$ cat config.mk
export PLATFORM = sky130hd
export DESIGN_NAME = counter_updown_bounded
export DESIGN_NICKNAME = d
export VERILOG_FILES = /design/src/rtl/counter_updown_bounded.sv
export SDC_FILE = /design/constraint.sdc
export NUM_CORES = 1
export LEC_CHECK = 0
export CORE_AREA = 2 2 39 41
export CTS_CLUSTER_SIZE = 30
export DETAILED_ROUTE_END_ITERATION = 10
export DIE_AREA = 0 0 41 43
export HOLD_SLACK_MARGIN = 0.08
export PLACE_DENSITY = 0.69
export SETUP_SLACK_MARGIN = 0.15
export SYNTH_ARGS = -nofsm -noshare
export SYNTH_HDL_FRONTEND = slang
export SYNTH_SLANG_ARGS = --single-unit
$ cat constraint.sdc
create_clock -name clk -period 2.42 [get_ports clk]
set_clock_uncertainty 0.05 [all_clocks]
set_input_delay 0.363 -clock clk [delete_from_list [all_inputs] [get_ports clk]]
set_output_delay 0.363 -clock clk [all_outputs]
set_load 0.03 [all_outputs]
$ cat src/rtl/counter_updown_bounded.sv
// counter_updown_bounded
// Up/down counter held inside the programmable range [MIN, MAX]. Each bound
// either wraps or saturates, selected by mode. Load takes priority over
// everything else and clamps its value into the range. When EDGE=1, up and
// down count only on their rising edge. carry and borrow are registered
// pulses that let counters be cascaded.
module counter_updown_bounded #(
  parameter int N    = 4,
  parameter int MIN  = 0,
  parameter int MAX  = (2 ** N) - 1,
  parameter int EDGE = 0
) (
  input  logic         clk,
  input  logic         rst,
  input  logic         en,
  input  logic         up,
  input  logic         down,
  input  logic         load,
  input  logic [N-1:0] load_val,
  input  logic         mode,
  output logic [N-1:0] o,
  output logic         carry,
  output logic         borrow,
  output logic         at_max,
  output logic         at_min
);

  localparam logic [N-1:0] MIN_V = MIN[N-1:0];
  localparam logic [N-1:0] MAX_V = MAX[N-1:0];
  localparam logic [N-1:0] ONE_V = {{(N-1){1'b0}}, 1'b1};

  // Reject bound settings that could never keep the count in range.
  generate
    if ((MIN < 0) || (MIN >= MAX) || (MAX > ((2 ** N) - 1))) begin : g_param_err
      $error("counter_updown_bounded: need 0 <= MIN < MAX <= 2**N-1");
    end
  endgenerate

  logic [N-1:0] cnt_q, cnt_d;
  logic         carry_q, carry_d;
  logic         borrow_q, borrow_d;
  logic         up_hist_q, up_hist_d;
  logic         down_hist_q, down_hist_d;
  logic         u_s, d_s;
  logic [N-1:0] load_clamped_s;

  // Choose which form of request drives the counter: the raw level, or
  // only its rising edge.
  always_comb begin
    u_s = up;
    d_s = down;
    if (EDGE != 0) begin
      u_s = up & ~up_hist_q;
      d_s = down & ~down_hist_q;
    end else begin
      u_s = up;
      d_s = down;
    end
  end

  // Clamp the load value into [MIN, MAX]. Using inclusive compares keeps the
  // test valid when MIN is 0 and when MAX is the all-ones value.
  always_comb begin
    load_clamped_s = load_val;
    if (load_val >= MAX_V) begin
      load_clamped_s = MAX_V;
    end else if (load_val <= MIN_V) begin
      load_clamped_s = MIN_V;
    end else begin
      load_clamped_s = load_val;
    end
  end

  // Compute the next count and the wrap pulses. The bound checks happen
  // before the +/-1, so the addition or subtraction can never overflow N bits.
  always_comb begin
    cnt_d       = cnt_q;
    carry_d     = 1'b0;
    borrow_d    = 1'b0;
    up_hist_d   = up;
    down_hist_d = down;
    if (load) begin
      cnt_d = load_clamped_s;
    end else if (!en) begin
      cnt_d = cnt_q;
    end else if (u_s && d_s) begin
      cnt_d = cnt_q;
    end else if (u_s) begin
      if (cnt_q != MAX_V) begin
        cnt_d = cnt_q + ONE_V;
      end else if (!mode) begin
        cnt_d   = MIN_V;
        carry_d = 1'b1;
      end else begin
        cnt_d = cnt_q;
      end
    end else if (d_s) begin
      if (cnt_q != MIN_V) begin
        cnt_d = cnt_q - ONE_V;
      end else if (!mode) begin
        cnt_d    = MAX_V;
        borrow_d = 1'b1;
      end else begin
        cnt_d = cnt_q;
      end
    end else begin
      cnt_d = cnt_q;
    end
  end

  // State registers. Reset is asynchronous: the count returns to MIN and any
  // pending pulse is cleared immediately.
  always_ff @(posedge clk or posedge rst) begin
    if (rst) begin
      cnt_q       <= MIN_V;
      carry_q     <= 1'b0;
      borrow_q    <= 1'b0;
      up_hist_q   <= 1'b0;
      down_hist_q <= 1'b0;
    end else begin
      cnt_q       <= cnt_d;
      carry_q     <= carry_d;
      borrow_q    <= borrow_d;
      up_hist_q   <= up_hist_d;
      down_hist_q <= down_hist_d;
    end
  end

  assign o      = cnt_q;
  assign carry  = carry_q;
  assign borrow = borrow_q;
  assign at_max = (cnt_q == MAX_V);
  assign at_min = (cnt_q == MIN_V);

endmodule

---- Word level (Yosys, flattened, before mapping) ----
Cells that the tools add are included.
cells by class
  add/sub/neg operators ................... 2
  magnitude comparators ................... 2
  eq/ne operators ......................... 5
  muxes and demuxes ....................... 23
  reduce and logical (&&, ||, !) cells .... 6
operators by type and width
  operator                                                         number
  2-to-1 mux 4 bit                                                 11
  2-to-1 mux 1 bit                                                 12
  != test 4 x 3 -> 1 bit (second input constant)                   2
  AND reduction 5 bit                                              1
  adder 4 x 1 -> 4 bit (second input constant)                     1
  equality test 4 bit (second input constant)                      1
  >= comparator 4 bit (second input constant)                      1
  less-or-equal comparator 4 x 1 -> 1 bit (second input constant)  1
  zero test 4 bit                                                  1
  != test 4 bit (second input constant)                            1
  nonzero test 4 bit                                               1
  subtractor 4 x 1 -> 4 bit (second input constant)                1
  nonzero test 3 bit                                               1
  != test 2 bit (second input constant)                            1
  nonzero test 2 bit                                               1
  logical AND 1 bit                                                1
word-level totals
  flip-flop bits (word level) ............. 6
  input bits .............................. 11
  output and inout bits ................... 8
  word-level logic and storage cells ...... 41

---- Longest topological paths before layout ----
Gate-level depths: netlist of run 1.
  word-level depth ........................ 7
  depth in mapped cells ................... 6
  mapped depth without buffers ............ 6

---- Worst setup path before layout of run 1 ----
No wires, ideal clock.
  path type ............................... register -> register
  from .................................... register cnt_q[0], in the netlist o[0]
  to ...................................... register cnt_q[3], in the netlist o[3]
  setup time .............................. 0.135 ns
  data arrival time ....................... 1.662 ns
  required time ........................... 2.235 ns
  setup slack ............................. 0.572 ns
  cell stages (with the launch flop) ...... 7
  path buffers ............................ 0
  clock period less this slack ............ 1.848 ns
  cells stage by stage .................... dfrtp_1 -> inv_1 -> ha_1 -> or3b_4 -> o31a_1 -> o211ai_2 -> o22ai_1
on the way
  cells in the longest elaborated chain, start to end .. 7
  elaborated cells on any way between the ends .. 14
  those cells by class .................... 2 x add/sub; 3 x eq/ne; 7 x mux; 2 x reduce/logical
ends and longest elaborated chain
  what                                                             RTL line  text
  start: declaration                                               39        logic [N-1:0] cnt_q, cnt_d;
  start signal: assignment                                         121       cnt_q <= cnt_d;
  subtractor 4 x 1 -> 4 bit or nonzero test 4 bit (tied branches)  99, 98
  2-to-1 mux 4 bit                                                 98        if (cnt_q != MIN_V) begin
  2-to-1 mux 4 bit                                                 97        end else if (d_s) begin
  2-to-1 mux 4 bit                                                 88        end else if (u_s) begin
  2-to-1 mux 4 bit                                                 86        end else if (u_s && d_s) begin
  2-to-1 mux 4 bit                                                 84        end else if (!en) begin
  2-to-1 mux 4 bit                                                 82        if (load) begin
Parallel ways exist; a longest one is shown, timed or not. The select of a mux whose other input is x is not followed.
A chain may end at the register's enable or synchronous reset.

---- Worst setup path in the final report of run 1 ----
  from .................................... register cnt_q[0], in the netlist o[0]
  to ...................................... output at_min
on the way
  cells in the longest elaborated chain, start to end .. 1
ends and longest elaborated chain
  what              RTL line  text
  zero test 4 bit   133       assign at_min = (cnt_q == MIN_V);
  end: declaration  25        output logic at_min
Every way passes these cells.

==> results of run 1 <==
[final cells by class]
type | count | area (um^2) | area share [%]
multi-input cells | 42 | 305.3 | 41.92
flip-flops and latches | 6 | 150.1 | 20.62
clock buffers | 3 | 22.52 | 3.093
well taps | 16 | 20.02 | 2.749
inverters | 7 | 26.28 | 3.608
repair buffers | 21 | 203.9 | 28.01
[final timing paths]
kind                       cells after the start  endpoint  slack, ns
max                                            5    at_min       0.27
min                                            2    borrow       0.29
max reg2reg                                    6      o[3]       0.68
min reg2reg                                    2      o[1]       0.51
max in group asynchronous                      2      o[3]       1.85
min in group clk                               2      o[1]       0.51
[cells by family after synthesis]
kind of cell / share of synthesized area, %
simple gates: 25.00
flops: 30.61
fa+ha+maj: 5.101
xor+xnor: 1.786
buf+inv: 7.142
compound gates: 24.24
mux: 6.123
[metal layers]
layer | up-vias | track usage (%) | share of wire (%)
li1 | 253 | - | -
met5 | - | 0 | 0
met1 | 206 | 20.06 | 49
met2 | 14 | 20.31 | 46
met4 | 0 | 8.000 | 1.7
met3 | 2 | 1.571 | 3.6
[synthesized netlist by cell type (2+ instances only)]
cell / count
inv_1: 7
nand2_1: 4
dfrtp_1: 6
nor2_1: 2
nor3_1: 2
mux2i_1: 3
ha_1: 2
nand2b_1: 4
o21ai_0: 2
o21ai_2: 2
nand3_1: 3
[layout by cell type, fill, tap and decap left out, drive strengths merged, types with 2 or more instances in the layout]
cell type / n
inv: 7
o211ai: 2
nand2b: 4
clkdlybuf4s50: 16
dfrtp: 6
clkbuf: 3
nor3: 2
nand3: 3
mux2i: 3
buf: 3
nor2: 2
o311ai: 2
o21ai: 5
nand2: 4
ha: 2
[worst max-delay path: cells and delay by family, from the launching register on]
family | cells | cell delay, ns
adders and majority gates | 1 | 0.18
buffers and inverters | 3 | 0.53
DFF | 1 | 0.37
and+or+nand+nor | 1 | 0.41
[repair_timing]
item / CTS / global route
pin swaps: 0 / 0
resized for setup: 1 / 1
hold endpoints to repair: 0 / 0
setup endpoints to repair: 1 / 1
[state kept, by name, summed over array words and instances (netlist names)]
name	cells
borrow	1
carry	1
o	4
[report_power, final]
part           total [mW]  leakage, nW  switching, mW  internal, mW
combinational       0.236        0.256          0.125         0.111
sequential          0.128       0.0770         0.0129         0.115
clock              0.0874       0.0138         0.0316        0.0558
total               0.451        0.347          0.170         0.282
==> results.yml, run 1 <==
routing:
  via_per_inst: 5.000
  drt-total-wl_um: 1078
  first_pass_iters: 4
  antenna_left: 0
  vias: 475
  drt_iter0_markers: 15
  routedWlPerCell_um: 11.35
  remaining_drc_errors: 0
synth:
  synth_area_um2: 490.5
  yosysTopAreaCell: "dfrtp_1"
  ys.flop_type: "dfrtp_1"
  netlist_instances: 57
  syn_area_per_cell_um2: 8.605
  ys_types: 31
  synth_area_leaders: "dfrtp_1 31%, mux2i_1 6.1%, inv_1 5.4%, ha_1 5.1%, nand2b_1 5.1%"
  synth-seq-cells: 6
  syn-num-nets: 70
  yosysWarningCount: 0
  async_reset_ff_share_pct: 100.0
  synth_edf_count: 0
  yosysSeqAreaShare_pct: 30.61
  synth_top_area_share_pct: 30.61
placement:
  placed_area_um2: 704.4
  placed_cells: 92
  pre_cts_ws_ns: 0.2461
  dp_hpwl_um: 886.7
  port_buffers: 18
  gp_congestion: 0.8858
timing:
  fin_crit_sh_pct: 88.86
  rsz0062_at_grt: "no"
  final-hold-violation-count: 0
  setup_viol: 0
  period_minus_slack_ns: 2.150
  worst_slack_ns: 0.2696
  tightest_slew_ns: 0.3418
  whs_ns: 0.2858
  slew_headroom_pct: 76.92
  max_freq_mhz: 465.0
  drv_slew: 0
  setup_tns_ns: 0
worst_setup_path:
  cpMaxStageDelayCell: "or3b_4"
  cp-startpoint: "o[0]"
  critical_path.most_common_cell: "inv_1"
  end_kind: "output pin"
  worstReg2RegStart: "o[0]"
  startpoint_type: "register"
  critPathMaxStageDelay_ns: 0.41
  crit_type: "reg -> out"
  worstPathRequired_ns: 2.01
  cp_max_fo: 4
  crit_path_cell_trace: "inv_1 > ha_1 > or3b_4 > inv_1 > dlygate4sd2_1"
  arrival_ns: 1.74
grt:
  grt_remaining_overflow: 0
  grt_pass1_wl_um: 1711
  antenna_found_initial: 0
  grt_pass1_vias: 416
  grtUsageTotal_pct: 14.29
  grt_max_degree: 10
cells_and_area:
  syn_to_final_growth_pct: 48.47
  diodes: 0
  fin_area_um2: 728.2
  final_core_util_pct: 52.62
  fin_cells: 95
  n_fill_cell: 136
  drive_above_1_share_pct: 15.19
  fin_nets: 94
floorplan:
  num_rows: 14
  start_util_pct: 35.44
  die_area_um2: 1763
  fp.dieH_um: 43
  die_w_um: 41
  core-area_um2: 1384
  ios: 19
clock_network:
  post_cts_buffers: 0
  cts_htree_levels: 1
  clockBufferDepth: 2
  clkSinkCount: 6
  cts_tree: "done"
  numCtsBuffers: 3
  ctsHoldBuffers: 0
  clk_latency_ns: 0.24
  clk_pin_slew_ns: 0.04
  clockRootBuffer: "clkbuf_4"
job:
  max-cap-violations: 0
power:
  leakage_nw: 0.3469
  vdd_drop_max_mv: 0.2203
  powerDensity_nw_per_um2: 619.6
  fin_total_pwr_mw: 0.4512
status:
  status: "finished clean"
hold_path:
  min_path_type: "in -> async"
Power figures use the tool's default switching activity.
==> run 2, diff against run 1 <==
- SKIP_CTS_REPAIR_TIMING: default -> 1
==> run 2 against run 1 <==
Against the previous run:
- wire length down 0.46%
- final area increased by 0.52%
- non-clock buffer count unchanged
- utilization grew 0.27 points
- first-iteration DRC count unchanged
- via count rose by 1.3%
- total power up 0.37%
- global-route usage did not move
- cell count is the same
- largest cell class unchanged
==> results.yml, run 2 (synthesized netlist as in run 1, its figures left out) <==
placement:
  dp_hpwl_um: 886.7
  port_buffers: 18
  gp_congestion: 0.8858
  pre_cts_ws_ns: 0.2461
floorplan:
  ios: 19
  num_rows: 14
  fp.dieH_um: 43
  die_area_um2: 1763
  die_w_um: 41
  start_util_pct: 35.44
  core-area_um2: 1384
clock_network:
  cts_htree_levels: 1
  clkSinkCount: 6
  clockBufferDepth: 2
  numCtsBuffers: 3
  clk_latency_ns: 0.24
  cts_tree: "done"
  clk_pin_slew_ns: 0.04
  clockRootBuffer: "clkbuf_4"
cells_and_area:
  n_fill_cell: 134
  fin_nets: 94
  drive_above_1_share_pct: 15.19
  largest_reg_flops: 4
  diodes: 0
  layout_common_cells: "16 x clkdlybuf4s50_1, 7 x inv_1, 6 x dfrtp_1, 4 x nand2b_1, 4 x nand2_1"
  syn_to_final_growth_pct: 49.23
  mostFrequentLayoutCell: "clkdlybuf4s50_1"
grt:
  antenna_found_initial: 0
  grt_pass1_wl_um: 1711
  grt_max_degree: 10
  grt_remaining_overflow: 0
  grtUsageTotal_pct: 14.29
  grt_pass1_vias: 416
timing:
  worst_slack_ns: 0.3789
  max_freq_mhz: 489.9
  rsz0062_at_grt: "no"
  whs_ns: 0.2860
  setup_viol: 0
  slew_headroom_pct: 76.93
  drv_slew: 0
  tightest_slew_ns: 0.3417
  fin_crit_sh_pct: 84.34
  final-hold-violation-count: 0
  period_minus_slack_ns: 2.041
routing:
  first_pass_iters: 4
  antenna_left: 0
  vias: 481
  drt_iter0_markers: 15
  remaining_drc_errors: 0
  via_per_inst: 5.063
  drt-total-wl_um: 1073
  routedWlPerCell_um: 11.29
worst_setup_path:
  crit_type: "reg -> out"
  cp_max_fo: 4
  cpMaxStageDelayCell: "or3b_4"
  crit_path_cell_trace: "inv_1 > ha_1 > or3b_4 > inv_1 > dlymetal6s2s_1"
  critPathMaxStageDelay_ns: 0.41
  worstReg2RegStart: "o[0]"
  r2r-end: "o[3]"
  r2r_cells: 6
  r2r_setup_slack_ns: 0.68
  arrival_ns: 1.63
  worstPathRequired_ns: 2.01
  critical_path.most_common_cell: "inv_1"
  startpoint_type: "register"
  end_kind: "output pin"
power:
  vdd_drop_max_mv: 0.2200
  powerDensity_nw_per_um2: 618.7
  leakage_nw: 0.3590
job:
  max-cap-violations: 0
status:
  status: "finished clean"
hold_path:
  min_path_type: "in -> async"
run 2: critical path, delay by kind of cell, from the launching register on:
kind | cells | cell delay (ns)
adder cells (fa/ha/maj) | 1 | 0.18
flip-flops | 1 | 0.37
buffers and inverters | 3 | 0.43
AND/OR/NAND/NOR | 1 | 0.41
run 2: power breakdown:
part           leakage (nW)  internal, mW  switching (mW)
clock network        0.0138        0.0558          0.0316
logic                 0.268         0.113           0.125
registers            0.0770         0.115          0.0128
run 2: how the worst max path moves through the flow:
stage	from	end	slack, ns	depth (start not counted)
floorplan	o[0]	o[3]	0.57	6
global placement	o[0]	at_min	0.25	5
detailed placement	o[0]	at_min	0.25	5
CTS	o[0]	at_min	-0.01	5
global route	o[0]	at_min	0.29	5
finish	o[0]	at_min	0.38	5
run 2: through the flow:
| step | cell area, um^2 | util [%] | total power [mW] | std cells | TNS (ns) |
|---|---|---|---|---|---|
| 2_1_floorplan | 490.5 | - | 0.2739 | 57 | 0 |
| 3_3_place_gp | 704.4 | 50.90 | 0.3695 | 92 | 0 |
| 3_5_place_dp | 704.4 | 50.90 | 0.3683 | 92 | 0 |
| 4_1_cts | 726.9 | 52.53 | 0.4584 | 95 | -0.01410 |
| 5_1_grt | 732.0 | 52.89 | 0.4805 | 95 | 0 |
| 6_report | 732.0 | 52.89 | 0.4529 | 95 | 0 |
run 2: metal layers:
metal	vias up	wire, um	global-route usage (%)
li1	255	-	-
met1	210	523	20.06
met2	14	492	20.31
met3	2	39	1.571
met4	0	18	8.000
met5	-	0	0
run 2: area by class of cell:
type                       count  area, um^2  area share (%)
tap                           16       20.02           2.735
multi-input combinational     42       305.3           41.71
sequential                     6       150.1           20.51
timing repair buffer          21       207.7           28.38
inverter                       7       26.28           3.590
clock buffer                   3       22.52           3.077
